### config.mk
export PLATFORM = sky130hd
export DESIGN_NAME = fir_response_capture
export DESIGN_NICKNAME = d
export VERILOG_FILES = /design/src/rtl/fir_tb_pkg.sv /design/src/rtl/fir_response_capture_ram.sv /design/src/rtl/fir_response_capture.sv
export SDC_FILE = /design/constraint.sdc
export NUM_CORES = 1
export LEC_CHECK = 0
export ABC_AREA = 1
export CELL_PAD_IN_SITES_DETAIL_PLACEMENT = 1
export CELL_PAD_IN_SITES_GLOBAL_PLACEMENT = 1
export CORE_MARGIN = 1.5
export CORE_UTILIZATION = 54
export CTS_CLUSTER_SIZE = 8
export DETAILED_ROUTE_END_ITERATION = 10
export PLACE_DENSITY_LB_ADDON = 0.3
export SYNTH_ARGS = -nofsm -noshare
export SYNTH_HDL_FRONTEND = slang
export SYNTH_SLANG_ARGS = --single-unit
### constraint.sdc
create_clock -name clk -period 6.2 [get_ports clk]
set_clock_uncertainty 0.05 [all_clocks]
set_input_delay 0.62 -clock clk [delete_from_list [all_inputs] [get_ports clk]]
set_output_delay 0.62 -clock clk [all_outputs]
set_load 0.03 [all_outputs]
### src/rtl/fir_tb_pkg.sv
// Shared types and default sizes for the FIR response capture block.
package fir_tb_pkg;

    localparam int unsigned DATA_W = 16;
    localparam int unsigned DEPTH  = 32;

    typedef enum logic [1:0] {
        CAP_IDLE,
        CAP_SKIP,
        CAP_CAPTURE,
        CAP_DONE
    } cap_state_t;

    typedef logic signed [DATA_W-1:0] sample_t;

endpackage

### src/rtl/fir_response_capture_ram.sv
// Capture buffer: one write port, one registered read port, no reset on the array.
// A read and a write to the same address in one cycle return the old word.
module capture_ram #(
    parameter int unsigned DATA_W = 16,
    parameter int unsigned DEPTH  = 32,
    parameter int unsigned ADDR_W = $clog2(DEPTH)
) (
    input  logic              clk,
    input  logic              i_wr_en,
    input  logic [ADDR_W-1:0] i_wr_addr,
    input  logic [DATA_W-1:0] i_wr_data,
    input  logic              i_rd_en,
    input  logic [ADDR_W-1:0] i_rd_addr,
    output logic [DATA_W-1:0] o_rd_data
);

    logic [DATA_W-1:0] r_mem [DEPTH];
    logic [DATA_W-1:0] r_rd_data;

    // Write and registered read share the edge, giving read-before-write.
    always_ff @(posedge clk) begin
        if (i_wr_en) begin
            r_mem[i_wr_addr] <= i_wr_data;
        end
        if (i_rd_en) begin
            r_rd_data <= r_mem[i_rd_addr];
        end
    end

    assign o_rd_data = r_rd_data;

endmodule

### src/rtl/fir_response_capture.sv
// Captures a window of FIR output samples after an optional skip, tracking signed
// min/max, and exposes the buffer through a one-cycle-latency read port.
module fir_response_capture
    import fir_tb_pkg::*;
#(
    parameter int unsigned DATA_W = fir_tb_pkg::DATA_W,
    parameter int unsigned DEPTH  = fir_tb_pkg::DEPTH,
    parameter int unsigned ADDR_W = $clog2(DEPTH),
    parameter int unsigned SKIP   = 0
) (
    input  logic              clk,
    input  logic              rst,
    input  logic              start,
    input  logic              in_valid,
    input  logic [DATA_W-1:0] in_data,
    output logic              busy,
    output logic              done,
    output logic [ADDR_W:0]   count,
    output logic [DATA_W-1:0] min_val,
    output logic [DATA_W-1:0] max_val,
    input  logic              rd_en,
    input  logic [ADDR_W-1:0] rd_addr,
    output logic [DATA_W-1:0] rd_data,
    output logic              rd_valid
);

    localparam int unsigned CNT_W  = ADDR_W + 1;
    localparam int unsigned SKIP_W = 8;
    localparam logic [SKIP_W-1:0] SKIP_LAST = SKIP_W'(SKIP - 1);
    localparam logic [CNT_W-1:0]  CNT_LAST  = CNT_W'(DEPTH - 1);
    localparam cap_state_t        ARM_STATE = (SKIP > 0) ? CAP_SKIP : CAP_CAPTURE;

    cap_state_t                r_state;
    cap_state_t                w_next_state;
    logic [SKIP_W-1:0]         r_skip_cnt;
    logic [CNT_W-1:0]          r_count;
    logic                      r_done;
    logic                      r_busy;
    logic signed [DATA_W-1:0]  r_min;
    logic signed [DATA_W-1:0]  r_max;
    logic                      r_rd_valid;
    logic                      r_rd_loaded;
    logic                      w_clear;
    logic                      w_skip_inc;
    logic                      w_wr_en;
    logic signed [DATA_W-1:0]  w_sample;
    logic [DATA_W-1:0]         w_ram_rd_data;

    assign w_sample = $signed(in_data);

    // State register.
    always_ff @(posedge clk) begin
        if (!rst) begin
            r_state <= CAP_IDLE;
        end else begin
            r_state <= w_next_state;
        end
    end

    // Next-state and per-cycle control; start overrides everything and drops in_valid.
    always_comb begin
        w_next_state = r_state;
        w_clear      = 1'b0;
        w_skip_inc   = 1'b0;
        w_wr_en      = 1'b0;
        if (start) begin
            w_next_state = ARM_STATE;
            w_clear      = 1'b1;
        end else begin
            case (r_state)
                CAP_SKIP: begin
                    if (in_valid) begin
                        if (r_skip_cnt == SKIP_LAST) begin
                            w_next_state = CAP_CAPTURE;
                        end else begin
                            w_skip_inc = 1'b1;
                        end
                    end
                end
                CAP_CAPTURE: begin
                    if (in_valid) begin
                        w_wr_en = 1'b1;
                        if (r_count == CNT_LAST) begin
                            w_next_state = CAP_DONE;
                        end
                    end
                end
                default: begin
                end
            endcase
        end
    end

    // Skip/write counters and status flags.
    always_ff @(posedge clk) begin
        if (!rst) begin
            r_skip_cnt <= '0;
            r_count    <= '0;
            r_done     <= 1'b0;
            r_busy     <= 1'b0;
        end else begin
            r_busy <= (w_next_state == CAP_SKIP) || (w_next_state == CAP_CAPTURE);
            if (w_clear) begin
                r_skip_cnt <= '0;
                r_count    <= '0;
                r_done     <= 1'b0;
            end else begin
                if (w_skip_inc) begin
                    r_skip_cnt <= r_skip_cnt + SKIP_W'(1);
                end
                if (w_wr_en) begin
                    r_count <= r_count + CNT_W'(1);
                    if (r_count == CNT_LAST) begin
                        r_done <= 1'b1;
                    end
                end
            end
        end
    end

    // Signed min/max; the first sample of a window reloads both.
    always_ff @(posedge clk) begin
        if (!rst) begin
            r_min <= '0;
            r_max <= '0;
        end else if (w_wr_en) begin
            if (r_count == '0) begin
                r_min <= w_sample;
                r_max <= w_sample;
            end else begin
                if (w_sample < r_min) begin
                    r_min <= w_sample;
                end
                if (w_sample > r_max) begin
                    r_max <= w_sample;
                end
            end
        end
    end

    // Readback qualifiers; rd_data reads as zero until the first read after reset.
    always_ff @(posedge clk) begin
        if (!rst) begin
            r_rd_valid  <= 1'b0;
            r_rd_loaded <= 1'b0;
        end else begin
            r_rd_valid  <= rd_en;
            r_rd_loaded <= r_rd_loaded | rd_en;
        end
    end

    capture_ram #(
        .DATA_W (DATA_W),
        .DEPTH  (DEPTH),
        .ADDR_W (ADDR_W)
    ) u_ram (
        .clk       (clk),
        .i_wr_en   (w_wr_en & rst),
        .i_wr_addr (r_count[ADDR_W-1:0]),
        .i_wr_data (in_data),
        .i_rd_en   (rd_en),
        .i_rd_addr (rd_addr),
        .o_rd_data (w_ram_rd_data)
    );

    assign busy     = r_busy;
    assign done     = r_done;
    assign count    = r_count;
    assign min_val  = r_min;
    assign max_val  = r_max;
    assign rd_valid = r_rd_valid;
    assign rd_data  = r_rd_loaded ? w_ram_rd_data : '0;

endmodule

Word level (Yosys, flattened, before mapping)
Memory sizes are Yosys's and may differ from the RTL's. A register that Yosys moved wholly into a read port is not among the register bits.
Cells that the tools add are included.
Widths: inputs -> output; s select.
{"block": "classes", "addsub": 2, "n_eq_ne": 6, "n_reduce_logical": 8, "bitwise_logic": 3, "multipliers": 0, "div_mod_pow": 0, "order_cmp": 2, "n_shift": 0, "n_mux": 21}
{"operator": "$mux 16", "count": 5}
{"operator": "$gt 16x16->1", "count": 1}
{"operator": "$lt 16x16->1", "count": 1}
{"operator": "$mux 1", "count": 10}
{"operator": "$mux 2", "count": 5}
{"operator": "$add 8x1->8 const B", "count": 1}
{"operator": "$eq 8x8->1 const B", "count": 1}
{"operator": "$add 6x1->6 const B", "count": 1}
{"operator": "$eq 6x5->1 const B", "count": 1}
{"operator": "$logic_not 6->1", "count": 1}
{"operator": "$reduce_and 2->1", "count": 3}
{"operator": "$eq 2x1->1 const B", "count": 2}
{"operator": "$eq 2x2->1 const B", "count": 2}
{"operator": "$pmux 2 s2", "count": 1}
{"operator": "$reduce_bool 2->1", "count": 2}
{"operator": "$reduce_or 2->1", "count": 1}
{"operator": "$and 1x1->1", "count": 1}
{"operator": "$logic_or 1x1->1", "count": 1}
{"operator": "$not 1->1", "count": 1}
{"operator": "$or 1x1->1", "count": 1}
{"block": "totals", "latch_bits": 0, "out_inout_bits": 57, "mem_bits_rw": 512, "in_bits": 26, "word_cells": 52, "regBits": 52, "mem_count": 1, "rom_bits": 0}
{"memory": "u_ram.r_mem", "words": 32, "word_bits": 16, "read_ports": 1, "rd_ports_with_merged_regs": 1, "wr": 1, "line_no": "fir_response_capture_ram.sv:17", "source": "logic [DATA_W-1:0] r_mem [DEPTH];"}

Depth between registers and ports, before layout
Gate-level depths: netlist of run 1.
{"block": "logic_depth", "word_depth": 7, "mapped_depth": 18, "depth_no_buf": 17}

Modules after synthesis
A second synthesis of run 1 with hierarchy kept.
{"block": "hier_totals", "cells_unflattened": 2297, "hier_area_um2": 24782.5}
{"module": "capture_ram", "cells_each": 1794, "area_each_um2": 21461.8, "n_inst": 1, "seq_area_each_um2": 15855.2}
{"module": "fir_response_capture", "cells_each": 503, "area_each_um2": 3320.7, "n_inst": 1, "seq_area_each_um2": 1041.0}

Worst setup path before layout of run 1
Ideal clock, no wire load.
{"block": "synth_path", "kind": "input port to flip-flop", "startpoint": "in start", "endpoint": "mem u_ram.r_mem[16][0], enable pin", "setup_time_ps": 430, "arrival_ps": 2775, "n_path_buf": 0, "required_ps": 5720, "slack_ps": 2944, "path_stages": 5, "path_cell_list": "inv_1 > nand2_1 > nor2_2 > nand3_1 > nor4_1"}
{"block": "synth_between", "elab_chain_len": 4}
{"item": "from (decl)", "line_no": "fir_response_capture.sv:13", "source": "input logic start,"}
{"item": "$mux 1", "line_no": "fir_response_capture.sv:66", "source": "if (start) begin"}
{"item": "$and 1x1->1", "line_no": "fir_response_capture.sv:158", "source": ".i_wr_en (w_wr_en & rst),"}
{"item": "$mux 1", "line_no": "fir_response_capture_ram.sv:22", "source": "if (i_wr_en) begin"}
{"item": "$mux 1 (implied by the code)", "line_no": "fir_response_capture_ram.sv:23", "source": "r_mem[i_wr_addr] <= i_wr_data;"}
{"item": "to (decl)", "line_no": "fir_response_capture_ram.sv:17"}
Every way passes these cells.

Worst setup path in the final report of run 1
{"block": "layout_path", "startpoint": "in in_data[9]", "endpoint": "reg r_min[11] (netlist: min_val[11])"}
{"block": "layout_between", "elab_chain_len": 3}
{"item": "from (decl)", "line_no": "fir_response_capture.sv:15", "source": "input logic [DATA_W-1:0] in_data,"}
{"item": "$lt 16x16->1", "line_no": "fir_response_capture.sv:131", "source": "if (w_sample < r_min) begin"}
{"item": "$reduce_bool 2->1 (no source line)"}
{"item": "$reduce_and 2->1 (no source line)"}
{"item": "to (signal assigned)", "line_no": "fir_response_capture.sv:128", "source": "r_min <= w_sample;"}
{"item": "to (signal assigned)", "line_no": "fir_response_capture.sv:132", "source": "r_min <= w_sample;"}
{"item": "to (decl)", "line_no": "fir_response_capture.sv:39", "source": "logic signed [DATA_W-1:0] r_min;"}
Every way passes these cells.
A chain may end at the register's enable or synchronous reset.

==> results of run 1 <==
[layout make-up]
class / instances / area share (%)
Clock buffer: 122 / 8.039
Clock inverter: 7 / 0.3529
Inverter: 104 / 1.443
Multi-Input combinational cell: 1138 / 21.67
Sequential cell: 580 / 61.09
Tap cell: 585 / 2.647
Timing Repair Buffer: 146 / 4.755
[cell usage after synthesis (6+ instances only)]
cell,n
inv_1,97
dfxtp_1,52
buf_4,14
nand2_1,103
a21oi_1,61
nand3_1,71
edfxtp_1,528
inv_2,6
a22oi_1,7
buf_6,15
nor2_1,371
nor3_1,7
a31oi_1,23
o21ai_1,55
ha_1,39
o21ai_0,242
o22ai_1,34
nand4_1,8
o221ai_1,94
buf_2,44
clkbuf_1,56
[registers in the layout, summed over array words and instances (netlist names)]
register	flops
busy	1
u_ram.o_rd_data	16
done	1
r_state	2
r_skip_cnt	8
r_rd_loaded	1
u_ram.r_mem	512
min_val	16
count	6
max_val	16
rd_valid	1
[per-layer routing]
metal | part of all wire, % | vias to the layer above | wire length (µm)
met1 | 37 | 8830 | 28840
met2 | 48 | 1016 | 38060
met3 | 8.7 | 302 | 6842
li1 | - | 7355 | -
met4 | 6.1 | 0 | 4795
met5 | 0 | - | 0
[kinds of logic (layout without fill, tap and decap cells)]
| kind of cell | Yosys count | in the layout | synth area share, % |
|---|---|---|---|
| buf+inv | 234 | 379 | 4.605 |
| fa+ha+maj | 39 | 39 | 2.041 |
| xor+xnor | 2 | 2 | 0.07327 |
| simple gates | 577 | 577 | 9.843 |
| compound gates | 520 | 520 | 12.77 |
| flops | 580 | 580 | 70.66 |
[power by group through the flow]
stage	registers, W	clock network [W]	logic [W]
floorplan	0.00440	0	0.000315
global placement	0.00439	0	0.000569
detailed placement	0.00439	0	0.000602
CTS	0.00432	0.00416	0.000617
global route	0.00432	0.00430	0.000666
finish	0.00432	0.00414	0.000623
[placed cells by master, fill, tap and decap left out, types with 15 or more instances in the layout]
cell type	n
o221ai_1	94
nand2_1	103
nand3_1	71
nor2_2	15
dfxtp_1	52
a31oi_1	23
clkbuf_16	83
ha_1	39
nor2_1	359
inv_1	97
o22ai_1	34
clkbuf_1	39
clkdlybuf4s50_1	78
edfxtp_1	528
a21oi_1	61
o21ai_0	242
o21ai_1	55
buf_4	63
[worst paths after layout]
path	slack (ns)	from	cells past startpoint	end
max	2.80	in_data[9]	14	min_val[11]
min	0.45	r_skip_cnt[1]	2	r_skip_cnt[1]
max reg2reg	2.91	r_state[0]	8	u_ram.r_mem[9][5]
min reg2reg	0.45	r_skip_cnt[1]	2	r_skip_cnt[1]
[tightest hold or removal path: cells and delay by family, from the launching register on]
family / cells / cell delay, ns
simple gates: 1 / 0.07
flops: 1 / 0.32
compound gates: 1 / 0.06
[through the flow]
step	std cells	utilization (%)	instance area, µm²	worst slack (ns)	hold WS (ns)
final	2682	63.78	27660	2.797	0.4488
after global routing	2682	63.78	27660	2.429	0.4806
after CTS	2682	63.78	27660	2.846	0.4530
after detailed placement	2553	58.43	25340	2.221	0.4370
after global placement	2553	58.43	25340	2.510	0.4100
after floorplan	1952	-	23910	2.944	0.3934
==> metrics.md, run 1 <==
| Metric | Value |
|---|---|
| Top-area cell type share of the netlist area | `66.31%` |
| Synthesis-to-layout area growth | `15.67%` |
| Clock Power Share | `45.6%` |
| Final Cycle Share | `54.88%` |
| Sequential power share | `47.5%` |
| Total Power | `0.009082 W` |
| Synth warn | `0` |
| Core box area | `0.04336 mm²` |
| Syn Nets | `2,017` |
| DP HPWL | `45,000 µm` |
| Ports | `83` |
| PD cells | `328.4 mW/mm²` |
| Reg area | `0.01690 mm²` |
| Crit-path most repeated cell | `nand2_1` |
| First-pass GRT wire length | `116,400 µm` |
| Initial antenna violation count | `1` |
| CTS Buffer Depth | `3` |
| RSZ-0062 raised after global routing | `no` |
| Worst-path clk slew | `0.05 ns` |
| Chip Width | `213.4 µm` |
| Final hold violation count | `0` |
| Rel. slew slack | `18.72%` |
| Post-CTS setup buffers | `0` |
| Synth Cell Area | `0.02391 mm²` |
| Initial DRC Count | `1,916` |
| Post-CTS sizing | `0` |
| Final worst path period need | `3.403 ns` |
| GRT overflow | `0` |
| Area occupied by multi-input gates | `0.005993 mm²` |
| Via count | `17,500` |
| Vias in the first global route | `18,760` |
| Switch Pwr | `0.002122 W` |
| CP required | `6.68 ns` |
| Sw frac | `23.36%` |
| Final Setup Violations | `0` |
| CTS tree | `yes` |
| M1 GR Usage | `42.28%` |
| # hold bufs at CTS | `0` |
| DRT Pass-1 Iters | `5` |
| Max-Cap Viols | `0` |
| Total CTS buffers | `82` |
| Crit path max fanout | `32` |
| Max stage delay cell, worst path | `clkdlybuf4s50_1` |
| F_max | `293.9 MHz` |
| Port buffer count | `82` |
| Post-route ant nets | `0` |
| Starting Density | `55.14%` |
| Post-synthesis average cell area | `12.25 µm²` |
| CP delay by family, top | `buffers and inverters` |
| Antenna cell count | `0` |
| Largest net degree at the start of global routing | `130` |
| Crit. End Element | `flip-flop` |
| Status | `finished, final reports clean` |
| CTS Root Cell | `clkbuf_16` |
| DRC | `0` |
| WL/cell | `29.28 µm` |
| FFs w/ async S/R, synth | `0%` |
| Routed WL | `78,530 µm` |
| Clock sinks | `580` |
| Comb pwr share | `6.9%` |
| Ys flop type | `edfxtp_1` |
| Setup crit start kind | `primary input` |
| Setup Crit Path Kind | `in -> reg` |
| Die area | `0.04555 mm²` |
| CP cell instances | `clkdlybuf4s50_1, buf_4, ha_1, nand2_1, inv_1, o21ai_0, a21oi_1, nor2_1, nand2_1, nand2_1, nand3_2, nand3_1, nand2_1, nor2_1` |
| Final #Nets | `2,117` |
| Vias/cell | `6.526` |
| Crit path DAT | `3.88 ns` |
| Layout cells sized above 1 | `9.347%` |
| Buf/Inv on CP | `3` |
| Top Usage Layer GRT | `met2` |
| DIE HEIGHT | `213.4 µm` |
| Cell taking the most area after synthesis | `edfxtp_1` |
| GR Util All Layers | `35.21%` |
| Measured slew at the worst slew-check pin | `1.215 ns` |
| Post-synth EDFFs | `528` |
| Netlist cell types | `36` |
| Routability congestion estimate | `0.8640` |
| Fill count | `4,279` |
| Syn Inst Count | `1,952` |
| Int Pwr | `0.006960 W` |
| Static leakage | `9.289 nW` |
| Post-Route Setup TNS | `0 ns` |
| Ranking of synthesized cells by area | `edfxtp_1, nor2_1, o21ai_0, dfxtp_1, o221ai_1` |
| Peak VDD IR | `0.1943 mV` |
| GR Layer Usage met2 | `58.48%` |
| Sequential fraction of the synthesis area | `70.66%` |
| H-tree Lvls | `3` |
| Clock latency at the later pin of the worst-skew pair | `0.61 ns` |
| Row cnt | `76` |
| Slew Limit Fails | `0` |
| CP max stage delay | `0.95 ns` |
| Grt met3 use | `7.865%` |
| Worst hold path type | `reg -> reg` |
| Post-synthesis register bit count | `580` |
(Power assumes the default switching activity.)
==> run 2, diff against run 1 <==
--- a/config.mk
+++ b/config.mk
@@ -9,7 +9,7 @@
 export CELL_PAD_IN_SITES_DETAIL_PLACEMENT = 1
 export CELL_PAD_IN_SITES_GLOBAL_PLACEMENT = 1
 export CORE_MARGIN = 1.5
-export CORE_UTILIZATION = 54
+export CORE_UTILIZATION = 45
 export CTS_CLUSTER_SIZE = 8
 export DETAILED_ROUTE_END_ITERATION = 10
 export PLACE_DENSITY_LB_ADDON = 0.3
==> constraint.sdc (replaced) <==
create_clock -name clk -period 3.1 [get_ports clk]
set_clock_uncertainty 0.05 [all_clocks]
set_input_delay 0.31 -clock clk [delete_from_list [all_inputs] [get_ports clk]]
set_output_delay 0.31 -clock clk [all_outputs]
set_load 0.03 [all_outputs]
==> run 2 against run 1 <==
Net effect: worst setup slack worse by 2.5 ns; critical path depth is 10 lower; register-to-register slack worse by 2.2 ns; clock power is 97% higher; sequential cell count stayed put; sequential power is 100% higher; clock-buffer cell count is 1 lower; critical endpoint is now rd_data[8]; final area is 1.5% higher.
==> metrics.md, run 2 (synthesis gave the netlist of run 1 again) <==
| Metric | Value |
|---|---|
| Vias/cell | `5.985` |
| Buf/Inv on CP | `3` |
| CTS Buffer Depth | `3` |
| Post-CTS setup buffers | `0` |
| Chip Width | `233.5 µm` |
| Initial DRC Count | `1,358` |
| CTS tree | `yes` |
| Commonest non-fill, non-tap cell in the layout | `edfxtp_1` |
| Pre-CTS setup slack | `0.2690 ns` |
| Largest register FFs | `512` |
| Max stage delay cell, worst path | `dfxtp_1` |
| Crit path DAT | `2.43 ns` |
| Clock latency at the later pin of the worst-skew pair | `0.61 ns` |
| Fill count | `5,375` |
| Final core utilization | `53.43%` |
| WL/cell | `25.85 µm` |
| Slew Limit Fails | `0` |
| Commonest non-fill, non-tap cells in the layout | `edfxtp_1, nor2_1, o21ai_0, nand2_1, inv_1` |
| Initial antenna violation count | `3` |
| Total Power | `0.01803 W` |
| Row cnt | `84` |
| Largest net degree at the start of global routing | `129` |
| CP max stage delay | `0.76 ns` |
| Hold slack | `0.05090 ns` |
| Final Cycle Share | `90.01%` |
| GR Util All Layers | `27.11%` |
| Post-Route Setup TNS | `0 ns` |
| H-tree Lvls | `3` |
| Starting Density | `45.50%` |
| Core box area | `0.05255 mm²` |
| # hold bufs at CTS | `0` |
| Setup crit start kind | `flip-flop` |
| DP HPWL | `44,030 µm` |
| First-pass GRT wire length | `109,900 µm` |
| Static leakage | `9.461 nW` |
| CP cell instances | `buf_4, nand2_1, inv_1, clkdlybuf4s50_1` |
| FF-to-FF path depth | `13` |
| Via count | `16,840` |
| Ports | `83` |
| Worst hold path type | `in -> reg` |
| Post-route ant nets | `0` |
| Final worst path period need | `2.790 ns` |
| Routed WL | `72,720 µm` |
| Port buffer count | `82` |
| CP required | `2.74 ns` |
| Final Setup Violations | `0` |
| Clock sinks | `580` |
| Die area | `0.05453 mm²` |
| Final worst setup slack | `0.3096 ns` |
| Routability congestion estimate | `0.8580` |
| Worst-path clk slew | `0.05 ns` |
| GRT overflow | `0` |
| Antenna cell count | `0` |
| Crit path max fanout | `13` |
| CTS Root Cell | `clkbuf_16` |
| Crit. End Element | `output pin` |
| Measured slew at the worst slew-check pin | `0.9422 ns` |
| Rel. slew slack | `37.12%` |
| Setup Crit Path Kind | `reg -> out` |
| Total CTS buffers | `82` |
| RSZ-0062 raised after global routing | `no` |
| DIE HEIGHT | `233.5 µm` |
| Final #Nets | `2,146` |
| Biggest register | `u_ram.r_mem` |
| Hold path cells | `3` |
| DRC | `0` |
| Crit. path cell count | `4` |
| Layout cells sized above 1 | `10.16%` |
| Synthesis-to-layout area growth | `17.43%` |
| Vias in the first global route | `17,930` |
| DRT Pass-1 Iters | `5` |
| Peak VDD IR | `0.3727 mV` |
| PD cells | `642.0 mW/mm²` |
| Final hold violation count | `0` |
| F_max | `358.4 MHz` |
| Max-Cap Viols | `0` |
| Post-CTS sizing | `0` |
| CP delay by family, top | `buffers and inverters` |
| Status | `finished, final reports clean` |
==> run 2: final timing paths <==
check                     start            end  slack [ns]
setup / recovery    r_rd_loaded     rd_data[8]        0.31
hold / removal              rst     r_state[0]        0.05
setup reg to reg     min_val[3]     min_val[3]        0.75
hold reg to reg   r_skip_cnt[3]  r_skip_cnt[3]        0.44
==> run 2: through the flow <==
step,std cells,cell area (µm²)
6_report,2813,28080
5_1_grt,2813,28080
4_1_cts,2813,28080
3_5_place_dp,2685,25790
3_3_place_gp,2685,25790
2_1_floorplan,1952,23910
==> run 2: layout make-up <==
type / count / area (µm²) / area share [%]
Sequential cell: 580 / 16900 / 60.18
Clock inverter: 7 / 71.32 / 0.2540
Multi-Input combinational cell: 1138 / 5973 / 21.27
Inverter: 104 / 399.1 / 1.422
Tap cell: 688 / 860.8 / 3.066
Timing Repair Buffer: 175 / 1658 / 5.904
Clock buffer: 121 / 2220 / 7.905
==> run 2: tightest hold or removal path: cells and delay by family <==
family        cells  cell delay, ns
buf+inv           2            0.28
simple gates      1            0.06
==> run 2: routing by layer <==
layer  vias to the layer above  share of wire [%]  GRT usage, %
li1                       7416                  -             -
met1                      8636                 41         34.67
met2                       641                 49         45.01
met3                       140                6.9         5.627
met4                         2                3.3         11.08
met5                         -              0.018             0
==> run 2: power by group <==
group	switching [W]	internal [W]	leakage, nW	total [W]
combinational	0.000858	0.000381	3.18	0.00124
sequential	0.0000441	0.00859	5.18	0.00863
clock	0.00326	0.00489	1.10	0.00815
total	0.00416	0.0139	9.46	0.0180
==> run 3, diff against run 2 <==
--- a/config.mk
+++ b/config.mk
@@ -13,6 +13,7 @@
 export CTS_CLUSTER_SIZE = 8
 export DETAILED_ROUTE_END_ITERATION = 10
 export PLACE_DENSITY_LB_ADDON = 0.3
+export SKIP_CTS_REPAIR_TIMING = 1
 export SYNTH_ARGS = -nofsm -noshare
 export SYNTH_HDL_FRONTEND = slang
 export SYNTH_SLANG_ARGS = --single-unit
==> results of run 3 <==
Final layout, timing and power as in run 2 (identical DEF).
